## config.mk

```make
export PLATFORM = sky130hd
export DESIGN_NAME = mod120833_mul_frontend
export DESIGN_NICKNAME = d
export VERILOG_FILES = /design/src/rtl/mod120833_mul_frontend.sv
export SDC_FILE = /design/constraint.sdc
export NUM_CORES = 1
export LEC_CHECK = 0
export BUFFER_PORTS_ARGS = -buffer_cell sky130_fd_sc_hd__buf_4
export CORE_MARGIN = 3
export CORE_UTILIZATION = 50
export CTS_BUF_LIST = sky130_fd_sc_hd__clkbuf_2
export DETAILED_ROUTE_END_ITERATION = 10
export GPL_ROUTABILITY_DRIVEN = 0
export PLACE_DENSITY = 0.67
export RECOVER_POWER = 50
export SETUP_SLACK_MARGIN = 0.02
export SYNTH_ARGS = -nofsm -noshare
export SYNTH_HDL_FRONTEND = slang
export SYNTH_SLANG_ARGS = --single-unit
```

## constraint.sdc

```tcl
create_clock -name clk -period 2.9 [get_ports clk]
set_input_delay 0.87 -clock clk [delete_from_list [all_inputs] [get_ports clk]]
set_output_delay 0.87 -clock clk [all_outputs]
set_load 0.1 [all_outputs]
```

## src/rtl/mod120833_mul_frontend.sv

```systemverilog
// Issue side of the mod-120833 datapath: operand multiply, reducer-valid tracking,
// centred normalisation of the reducer result and a credit-protected result FIFO.
module mod120833_mul_frontend #(
   parameter int DATA_W     = 17,
   parameter int PROD_W     = 33,
   parameter int Q          = 120833,
   parameter int QH         = 60416,
   parameter int RED_LAT    = 3,
   parameter int FIFO_DEPTH = 8
) (
   input  logic                     clk,
   input  logic                     rst_n,
   input  logic                     in_valid,
   output logic                     in_ready,
   input  logic signed [DATA_W-1:0] in_a,
   input  logic signed [DATA_W-1:0] in_b,
   output logic signed [PROD_W-1:0] red_inZ,
   input  logic signed [DATA_W-1:0] red_outZ,
   output logic                     out_valid,
   input  logic                     out_ready,
   output logic signed [DATA_W-1:0] out_z,
   output logic                     err_range
);

   localparam int PTR_W = $clog2(FIFO_DEPTH);
   localparam int CNT_W = $clog2(FIFO_DEPTH + 1);

   localparam logic signed [DATA_W-1:0] QH_D = DATA_W'(QH);
   localparam logic signed [DATA_W:0]   QH_W = (DATA_W + 1)'(QH);
   localparam logic signed [DATA_W:0]   Q_W  = (DATA_W + 1)'(Q);

   function automatic logic in_centred(input logic signed [DATA_W-1:0] v);
      return (v >= -QH_D) && (v <= QH_D);
   endfunction

   function automatic logic signed [PROD_W-1:0] mul_trunc(
      input logic signed [DATA_W-1:0] a,
      input logic signed [DATA_W-1:0] b
   );
      logic signed [2*DATA_W-1:0] p;
      p = a * b;
      return p[PROD_W-1:0];
   endfunction

   // The reducer may be off by one modulus in either direction; one step recentres it.
   function automatic logic signed [DATA_W-1:0] norm_centre(input logic signed [DATA_W-1:0] n);
      logic signed [DATA_W:0] w;
      w = {n[DATA_W-1], n};
      if (w > QH_W)
         w = w - Q_W;
      else if (w < -QH_W)
         w = w + Q_W;
      return w[DATA_W-1:0];
   endfunction

   logic                   accept;
   logic                   push;
   logic                   pop;
   logic [RED_LAT:0]       vld_p;
   logic [CNT_W-1:0]       used;
   logic [PTR_W:0]         wr_ptr;
   logic [PTR_W:0]         rd_ptr;
   logic signed [DATA_W-1:0] mem [FIFO_DEPTH];

   assign in_ready  = rst_n && (used < CNT_W'(FIFO_DEPTH));
   assign accept    = in_valid && in_ready;
   assign push      = vld_p[RED_LAT];
   assign out_valid = (wr_ptr != rd_ptr);
   assign pop       = out_valid && out_ready;
   assign out_z     = out_valid ? mem[rd_ptr[PTR_W-1:0]] : '0;

   // Issue stage: product into the reducer, valid bit follows it down the fixed latency.
   always_ff @(posedge clk or negedge rst_n) begin
      if (!rst_n) begin
         red_inZ   <= '0;
         vld_p     <= '0;
         err_range <= 1'b0;
      end else begin
         vld_p <= {vld_p[RED_LAT-1:0], accept};
         if (accept) begin
            red_inZ <= mul_trunc(in_a, in_b);
            if (!in_centred(in_a) || !in_centred(in_b))
               err_range <= 1'b1;
         end
      end
   end

   // Credits count every op between accept and pop, so a FIFO slot always exists at push.
   always_ff @(posedge clk or negedge rst_n) begin
      if (!rst_n) begin
         used <= '0;
      end else begin
         case ({accept, pop})
            2'b10:   used <= used + 1'b1;
            2'b01:   used <= used - 1'b1;
            default: used <= used;
         endcase
      end
   end

   // Capture stage: normalised reducer output enters the FIFO.
   always_ff @(posedge clk or negedge rst_n) begin
      if (!rst_n) begin
         wr_ptr <= '0;
         rd_ptr <= '0;
      end else begin
         if (push)
            wr_ptr <= wr_ptr + 1'b1;
         if (pop)
            rd_ptr <= rd_ptr + 1'b1;
      end
   end

   always_ff @(posedge clk) begin
      if (push)
         mem[wr_ptr[PTR_W-1:0]] <= norm_centre(red_outZ);
   end

endmodule

```

# Word-level counts from Yosys, hierarchy flattened
# Memories as Yosys holds them, arrays and structs flattened.
# Index checks and enable logic that the tools add are counted.
[op_classes]
order_cmp = 7
n_addsub = 6
eq_ne = 3
n_reduce_logical = 10
n_mul = 1
muxes = 7
[op_table]
columns = ["operator", "count"]
rows = [
  ["two-way mux 17 bit", 4],
  ["greater-or-equal comparator 17 bit, second input constant", 2],
  ["<= comparator 17 bit, second input constant", 2],
  ["multiplier 17 x 17 -> 33 bit", 1],
  ["adder 17 x 15 -> 17 bit, second input constant", 1],
  ["> comparator 17 bit, second input constant", 1],
  ["less-than comparator 17 bit, second input constant", 1],
  ["subtractor 17 x 15 -> 17 bit, second input constant", 1],
  ["adder 4 x 1 -> 4 bit, second input constant", 3],
  ["case mux 4 bit (2 select lines)", 1],
  ["logical AND 1 bit", 5],
  ["less-than comparator 4 bit, second input constant", 1],
  ["!= test 4 bit", 1],
  ["subtractor 4 x 1 -> 4 bit, second input constant", 1],
  ["== test 2 x 1 -> 1 bit, second input constant", 1],
  ["== test 2 bit, second input constant", 1],
  ["logical NOT 1 bit", 2],
  ["two-way mux 1 bit", 2],
  ["AND reduction 2 bit", 1],
  ["nonzero test 2 bit", 1],
  ["logical OR 1 bit", 1],
]
[totals]
ff_bits = 50
mem_bits_rw = 136
n_memories = 1
output_inout_bits = 53
word_cells = 41
[mem_list]
columns = ["name", "words", "width", "read_ports", "rd_ports_with_merged_regs", "write_ports", "line", "text"]
rows = [
  ["mem", 8, 17, 1, 0, 1, "63", "logic signed [DATA_W-1:0] mem [FIFO_DEPTH];"],
]

# Logic depth before layout (Yosys ltp)
# Gate-level depths: netlist (run 1).
[depth]
ltp_word = 5
ltp_mapped = 22

# Worst setup path before layout (run 1)
# OpenSTA, ideal clock, no wires.
[synth_path]
path_type = "input to register"
from = "in in_a[16]"
to = "reg red_inZ[31]"
arrival_ns = 6.449
setup_ns = 0.071
path_slack_ns = -3.620
path_stages = 22
cell_sequence = "clkbuf_1 > clkbuf_1 > nand2_1 > inv_1 > fa_1 > inv_1 > fa_1 > inv_1 > fa_1 > fa_1 > fa_1 > inv_1 > fa_1 > inv_1 > ha_1 > inv_1 > nor2_1 > a221o_1 > a31o_2 > nor3_2 > or4_1 > nand3_1"
[synth_between]
elab_chain_cells = 1
[synth_lines]
columns = ["element", "line", "text"]
rows = [
  ["start: declaration", "15", "input logic signed [DATA_W-1:0] in_a,"],
  ["multiplier 17 x 17 -> 33 bit", "41", "p = a * b;"],
  ["end signal: assignment", "81", "red_inZ <= mul_trunc(in_a, in_b);"],
  ["end: declaration", "17", "output logic signed [PROD_W-1:0] red_inZ,"],
]
# No other way between the ends.
# A chain may end at the register's enable or synchronous reset.

# Worst setup path after layout (run 1)
[layout_path]
from = "in in_a[8]"
to = "reg red_inZ[31]"
# The elaborated chain is that of the path after synthesis.

==> results.env, run 1 <==
OUTCOME='finished with violations'
VIOLATIONS_IN_THE_FINAL_REPORTS='negative setup slack'
SYNTH-MAIN-FF-CELL='sky130_fd_sc_hd__edfxtp_1'
WORSTREG2REGSTART='rd_ptr[0]$_DFFE_PN0P_'
FLOORPLAN.INITIALDENSITY_PCT=50.75
CLOCK-SKEW-FINAL_PS=38.51
CLOCK-ROOT-BUFFER='sky130_fd_sc_hd__clkbuf_2'
POST_DETAILED_ROUTING_WIRE_LENGTH_UM=45710
CRITPATHKIND='in -> reg'
HOLD_PATH_STARTPOINT='vld_p[1]$_DFF_PN0_'
SYNTH_TOP_CELLS_BY_AREA='sky130_fd_sc_hd__fa_1, sky130_fd_sc_hd__edfxtp_1, sky130_fd_sc_hd__dfrtp_1'
TIMING.FMAX_MHz=188.1
FINAL_NET_COUNT=2463
DRC=0
TIMING.CRITICAL_PATH.FROM_TYPE='input pin'
FIRST_GLOBAL_VIAS=13930
DETAIL_ROUTE.VIAS_PER_CELL=5.238
PERIOD_MINUS_SLACK_PS=5317
WORST_SLEW_MARGIN_RELATIVE_TO_ITS_LIMIT_PCT=5.766
SYNTH_CELL_TYPES=72
ANTENNA_VIOLATIONS_BEFORE_REPAIR=1
DRT.ANTENNA.VIOLATING_NETS=0
SYNTHARSTFLOPSHARE_PCT=26.88
CRITPATHREQUIREDTIME_PS=3610
AVGROUTEDWIREPERCELL_UM=18.22
HPWLAFTERDP_UM=35170
TIMING.CRITICAL_PATH.FANOUT_MAX=7
UNREPAIRED_SETUP_ENDPOINTS_AFTER_GLOBAL_ROUTING='true'
GRT_USAGE_PCT=23.96
FLOORPLAN.IO_PINS=108
WORST_SLEW_PIN_SLEW_PS=1414
DIE_H_UM=199.0
WORST_R2R_ENDPOINT='used[3]$_DFFE_PN0P_'
SYN_AVG_CELL_AREA_UM2=11.05
MOST-COMMON-LAYOUT-CELLS='sky130_fd_sc_hd__inv_1, sky130_fd_sc_hd__fa_1, sky130_fd_sc_hd__buf_4, sky130_fd_sc_hd__nand2_1, sky130_fd_sc_hd__edfxtp_1'
GRT_OVERFLOW_TOTAL=0
WORST_R2R_PATH_DEPTH=14
SYNTH_SEQ_AREA_SHARE_PCT=28.65
AREA_DELTA_SYNTH_FINAL_PCT=30.46
GRT_MAX_DEGREE=51
TIMING.FINAL.CRIT_SHARE_PCT=183.3
NUMCTSBUFFERS=17
DIEAREA_MM2=0.03960
FINAL_MAX_SLEW_VIOL_COUNT=0
LAYOUT.CELLS.MOST_COMMON='sky130_fd_sc_hd__inv_1'
PORT-BUFFER-COUNT=107
PRECTSSETUPSLACK_PS=-3358
TRITONCTS_SINK_COUNT=186
WORST-ENDPOINT-ARRIVAL_PS=6030
WORST_SETUP_PATH_STARTPOINT='in_a[8]'
DRIVE_GT1_SHARE_PCT=33.94
SYNTH-EDFF-COUNT=136
YS.WARNINGS.COUNT=0
TRITONCTS='yes'
POSTSYNTHCELLCOUNT=1685
CLKTRANSATPATHREGS_PS=250
MIN-DELAY-PATH-CLASS='reg -> reg'
YS_SEQ_ELEMENTS=186
GRT_PASS1_WL_UM=74050
ENDPOINT_KIND='register'
FINAL_HOLD_VIOL_COUNT=0
CAP_VIOLATIONS=0
DIE_W_UM=199.0
CRIT_END='red_inZ[31]$_DFFE_PN0P_'
WORSTSKEWPAIRLATENCY_PS=760
SETUP_WS_PS=-2417
POST-SYNTH-TOP-AREA-FRACTION_PCT=31.28
SYN_NETS=2121
CTS_MAX_PATH_BUFFERS=2
FINAL.FILL_COUNT=2692
DRT_FIRST_ITER_VIOLATIONS=721
SYN-CELL-AREA_MM2=0.01862
ROWS=70
SYNTH.LARGEST_AREA_CELL='sky130_fd_sc_hd__fa_1'
H-TREE-DEPTH=4
DESIGN.CORE.AREA_MM2=0.03670
REPORT.FINAL.SETUP_VIOL=47
DRT_PRE_ANTENNA_ITERS=5
VIA_COUNT=13140
TIMING.REG2REG.SETUP_SLACK_PS=170
[layer usage]
layer / GRT usage (%) / part of all wire (%) / vias up
met5: 0 / 0 / -
met4: 5.778 / 2.2 / 0
met3: 3.337 / 5.1 / 61
met2: 40.46 / 49 / 355
met1: 33.27 / 43 / 6675
li1: - / - / 6046
[stage by stage]
step	instances	area (µm²)	TNS, ps	util (%)	hold WS [ps]
3_3_place_gp	2426	22180	-85000	60.43	334.0
5_1_grt	2508	24300	-65830	66.21	402.9
4_1_cts	2495	23920	-61250	65.17	153.7
3_5_place_dp	2426	22180	-91090	60.43	337.9
6_report	2508	24300	-61290	66.21	397.2
2_1_floorplan	1685	19520	-72890	-	331.2
[area by class of cell]
type                            count  area (µm²)  share of cell area [%]
Multi-Input combinational cell   1118       13130                   54.04
Clock buffer                       17       85.08                  0.3502
Antenna cell                        1       2.502                 0.01030
Tap cell                          468       585.6                   2.410
Timing Repair Buffer              395        3854                   15.86
Inverter                          309        1169                   4.810
Clock inverter                     14       133.9                  0.5510
Sequential cell                   186        5336                   21.96
[registers in the layout (all words and copies together) (netlist names)]
name	count
rd_ptr	4
used	4
vld_p	4
mem	136
wr_ptr	4
err_range	1
red_inZ	33
[cells in the mapped netlist (3+ instances only)]
| cell type | instances |
|---|---|
| sky130_fd_sc_hd__inv_1 | 309 |
| sky130_fd_sc_hd__nor3b_1 | 5 |
| sky130_fd_sc_hd__nor4_1 | 6 |
| sky130_fd_sc_hd__o22ai_1 | 6 |
| sky130_fd_sc_hd__ha_1 | 90 |
| sky130_fd_sc_hd__nand2b_1 | 9 |
| sky130_fd_sc_hd__nand4_1 | 4 |
| sky130_fd_sc_hd__nand3_1 | 12 |
| sky130_fd_sc_hd__nand2_1 | 196 |
| sky130_fd_sc_hd__o21a_1 | 8 |
| sky130_fd_sc_hd__or3_1 | 3 |
| sky130_fd_sc_hd__mux4_2 | 34 |
| sky130_fd_sc_hd__xnor2_1 | 24 |
| sky130_fd_sc_hd__nor3_1 | 10 |
| sky130_fd_sc_hd__nand4b_1 | 3 |
| sky130_fd_sc_hd__xor2_1 | 27 |
| sky130_fd_sc_hd__clkbuf_1 | 63 |
| sky130_fd_sc_hd__and2_1 | 142 |
| sky130_fd_sc_hd__a31oi_1 | 4 |
| sky130_fd_sc_hd__or4_1 | 3 |
| sky130_fd_sc_hd__nand3b_1 | 3 |
| sky130_fd_sc_hd__nor2_1 | 71 |
| sky130_fd_sc_hd__o21ai_1 | 3 |
| sky130_fd_sc_hd__buf_2 | 7 |
| sky130_fd_sc_hd__a211oi_1 | 5 |
| sky130_fd_sc_hd__mux2i_1 | 20 |
| sky130_fd_sc_hd__edfxtp_1 | 136 |
| sky130_fd_sc_hd__nor2b_1 | 6 |
| sky130_fd_sc_hd__dfrtp_1 | 50 |
| sky130_fd_sc_hd__and3_1 | 6 |
| sky130_fd_sc_hd__fa_1 | 291 |
| sky130_fd_sc_hd__a21o_1 | 8 |
| sky130_fd_sc_hd__a21oi_1 | 29 |
| sky130_fd_sc_hd__o211ai_1 | 9 |
| sky130_fd_sc_hd__o21ai_0 | 30 |
| sky130_fd_sc_hd__o31ai_1 | 5 |
[worst min-delay path by stage]
stage	endpoint	slack (ps)	cells past startpoint
finish	vld_p[2]$_DFF_PN0_	400	0
global route	vld_p[1]$_DFF_PN0_	400	0
CTS	red_inZ[30]$_DFFE_PN0P_	150	2
detailed placement	vld_p[2]$_DFF_PN0_	340	0
global placement	vld_p[1]$_DFF_PN0_	330	0
floorplan	vld_p[1]$_DFF_PN0_	330	0
[critical path, stage by stage]
cell	delay [ps]
sky130_fd_sc_hd__buf_12	110
sky130_fd_sc_hd__bufbuf_16	260
sky130_fd_sc_hd__and2_1	160
sky130_fd_sc_hd__fa_2	570
sky130_fd_sc_hd__fa_1	420
sky130_fd_sc_hd__fa_1	540
sky130_fd_sc_hd__fa_2	450
sky130_fd_sc_hd__fa_1	490
sky130_fd_sc_hd__inv_1	50
sky130_fd_sc_hd__fa_1	470
sky130_fd_sc_hd__inv_1	60
sky130_fd_sc_hd__ha_4	280
sky130_fd_sc_hd__nand3_4	100
sky130_fd_sc_hd__nor3_4	200
sky130_fd_sc_hd__and3_1	180
sky130_fd_sc_hd__o31a_2	210
sky130_fd_sc_hd__nor3_2	60
sky130_fd_sc_hd__or4_1	470
sky130_fd_sc_hd__nand3_1	80
[logic make-up after synthesis]
| group | after synthesis | synth area share (%) |
|---|---|---|
| XOR/XNOR | 53 | 2.640 |
| flip-flops | 186 | 28.65 |
| adder cells (fa/ha/maj) | 381 | 37.33 |
| AO/OA/AOI/OAI | 134 | 5.032 |
| AND/OR/NAND/NOR | 494 | 13.32 |
| multiplexers | 56 | 5.308 |
| buffers and inverters | 381 | 7.726 |
[what timing repair did]
action,in CTS,in global routing
endpoints found under the setup margin,47,47
setup buffers,34,15
pin swaps,114,89
endpoints found under the hold margin,0,0
gates resized for setup,265,89
gates cloned,6,0
hold buffers,0,0
Power of run 1 is left out: the tool's default activity adds up to more than one toggle a clock period on the data nets, which glitch-free logic cannot reach.
==> run 2, diff against run 1 <==
--- a/config.mk
+++ b/config.mk
@@ -14,6 +14,7 @@
 export PLACE_DENSITY = 0.67
 export RECOVER_POWER = 50
 export SETUP_SLACK_MARGIN = 0.02
+export SKIP_LAST_GASP = 1
 export SYNTH_ARGS = -nofsm -noshare
 export SYNTH_HDL_FRONTEND = slang
 export SYNTH_SLANG_ARGS = --single-unit
==> results.env, run 2 (synthesis gave the netlist of run 1 again) <==
OUTCOME='finished with violations'
VIOLATIONS_IN_THE_FINAL_REPORTS='negative setup slack'
FLOORPLAN.IO_PINS=108
MIN-DELAY-PATH-CLASS='reg -> reg'
WORSTSKEWPAIRLATENCY_PS=740
DESIGN.CORE.AREA_MM2=0.03670
DRC=0
SETUP_WS_PS=-2432
DRT_FIRST_ITER_VIOLATIONS=770
CRITPATHREQUIREDTIME_PS=3600
ANTENNA_VIOLATIONS_BEFORE_REPAIR=1
FINAL_MAX_SLEW_VIOL_COUNT=0
PERIOD_MINUS_SLACK_PS=5332
CRITPATHKIND='in -> reg'
LARGEST_REGISTER_FF_COUNT=136
DRT.ANTENNA.VIOLATING_NETS=0
DETAIL_ROUTE.VIAS_PER_CELL=5.255
TRITONCTS='yes'
POST_DETAILED_ROUTING_WIRE_LENGTH_UM=45650
AREA_DELTA_SYNTH_FINAL_PCT=30.19
DRIVE_GT1_SHARE_PCT=34.20
LAYOUT.CELLS.MOST_COMMON='sky130_fd_sc_hd__buf_4'
HPWLAFTERDP_UM=35170
FINAL_NET_COUNT=2465
ROWS=70
VIA_COUNT=13190
TIMING.CRITICAL_PATH.FANOUT_MAX=7
NUMCTSBUFFERS=17
ENDPOINT_KIND='register'
GRT_OVERFLOW_TOTAL=0
DIE_H_UM=199.0
CTS_MAX_PATH_BUFFERS=2
WORST_SLEW_MARGIN_RELATIVE_TO_ITS_LIMIT_PCT=12.20
DIE_W_UM=199.0
DIEAREA_MM2=0.03960
TIMING.REG2REG.SETUP_SLACK_PS=170
PORT-BUFFER-COUNT=107
FIN_UTIL_PCT=66.07
TOTALNEGATIVESETUPSLACK_PS=-62910
MOST-COMMON-LAYOUT-CELLS='sky130_fd_sc_hd__buf_4, sky130_fd_sc_hd__inv_1, sky130_fd_sc_hd__fa_1, sky130_fd_sc_hd__nand2_1, sky130_fd_sc_hd__edfxtp_1'
WORST-ENDPOINT-ARRIVAL_PS=6030
GRT_USAGE_PCT=23.96
TIMING.FINAL.CRIT_SHARE_PCT=183.8
UNREPAIRED_SETUP_ENDPOINTS_AFTER_GLOBAL_ROUTING='true'
GRT_PASS1_WL_UM=74090
WORST_SLEW_PIN_SLEW_PS=1317
REPORT.FINAL.SETUP_VIOL=46
GRT_MAX_DEGREE=51
TIMING.CRITICAL_PATH.FROM_TYPE='input pin'
FLOORPLAN.INITIALDENSITY_PCT=50.75
DRT_PRE_ANTENNA_ITERS=7
CAP_VIOLATIONS=0
CLOCK-SKEW-FINAL_PS=35.71
CLKTRANSATPATHREGS_PS=250
FIRST_GLOBAL_VIAS=13960
TIMING.FMAX_MHz=187.6
TRITONCTS_SINK_COUNT=186
CLOCK-ROOT-BUFFER='sky130_fd_sc_hd__clkbuf_2'
AVGROUTEDWIREPERCELL_UM=18.19
H-TREE-DEPTH=4
FINAL_HOLD_VIOL_COUNT=0
[run 2: cell type report]
| class | instances | area [µm²] |
|---|---|---|
| Clock buffer | 17 | 85.08 |
| Fill cell | 2700 | 12450 |
| Sequential cell | 186 | 5336 |
| Tap cell | 468 | 585.6 |
| Inverter | 309 | 1169 |
| Multi-Input combinational cell | 1118 | 13130 |
| Timing Repair Buffer | 397 | 3806 |
| Clock inverter | 14 | 133.9 |
| Antenna cell | 1 | 2.502 |
[run 2: through the flow]
stage                     cells  worst slack, ps  instance area [µm²]  hold slack [ps]
after floorplan            1685            -3168                19520            331.2
after global placement     2426            -3254                22180            334.0
after detailed placement   2426            -3358                22180            337.9
after CTS                  2495            -2309                23830            153.7
after global routing       2510            -2484                24250            402.9
final                      2510            -2432                24250            399.5
[run 2: worst paths after layout]
check | startpoint | endpoint | depth (start not counted)
hold / removal | vld_p[0]$_DFF_PN0_ | vld_p[1]$_DFF_PN0_ | 0
max in group asynchronous | rst_n | rd_ptr[0]$_DFFE_PN0P_ | 2
min in group asynchronous | rst_n | red_inZ[32]$_DFFE_PN0P_ | 2
setup / recovery | in_a[8] | red_inZ[31]$_DFFE_PN0P_ | 19
setup reg to reg | rd_ptr[0]$_DFFE_PN0P_ | used[3]$_DFFE_PN0P_ | 14
hold reg to reg | vld_p[0]$_DFF_PN0_ | vld_p[1]$_DFF_PN0_ | 0
[run 2: per-layer routing]
metal	vias to the layer above	part of all wire [%]	GRT usage, %
met5	-	0	0
met1	6678	44	33.24
li1	6041	-	-
met3	66	5.3	3.235
met4	0	2.2	6.091
met2	404	49	40.41
[run 2: repair_timing]
item	4_1_cts	5_1_grt
endpoints found under the setup margin	47	47
buffers inserted	34	18
pin swaps	114	84
hold endpoints to repair	0	0
hold buffers	0	0
gates cloned	6	0
gates resized for setup	246	73
[run 2: critical path, cell delays in order]
cell                        delay, ps
sky130_fd_sc_hd__buf_8            120
sky130_fd_sc_hd__bufbuf_16        270
sky130_fd_sc_hd__and2_1           160
sky130_fd_sc_hd__fa_2             570
sky130_fd_sc_hd__fa_2             430
sky130_fd_sc_hd__fa_1             530
sky130_fd_sc_hd__fa_2             450
sky130_fd_sc_hd__fa_1             490
sky130_fd_sc_hd__inv_1             50
sky130_fd_sc_hd__fa_1             470
sky130_fd_sc_hd__inv_1             60
sky130_fd_sc_hd__ha_4             280
sky130_fd_sc_hd__nand3_4          100
sky130_fd_sc_hd__nor3_4           200
sky130_fd_sc_hd__and3_1           170
sky130_fd_sc_hd__o31a_2           200
sky130_fd_sc_hd__nor3_2            60
sky130_fd_sc_hd__or4_1            470
sky130_fd_sc_hd__nand3_1           80
Power of run 2 is left out for the same reason.
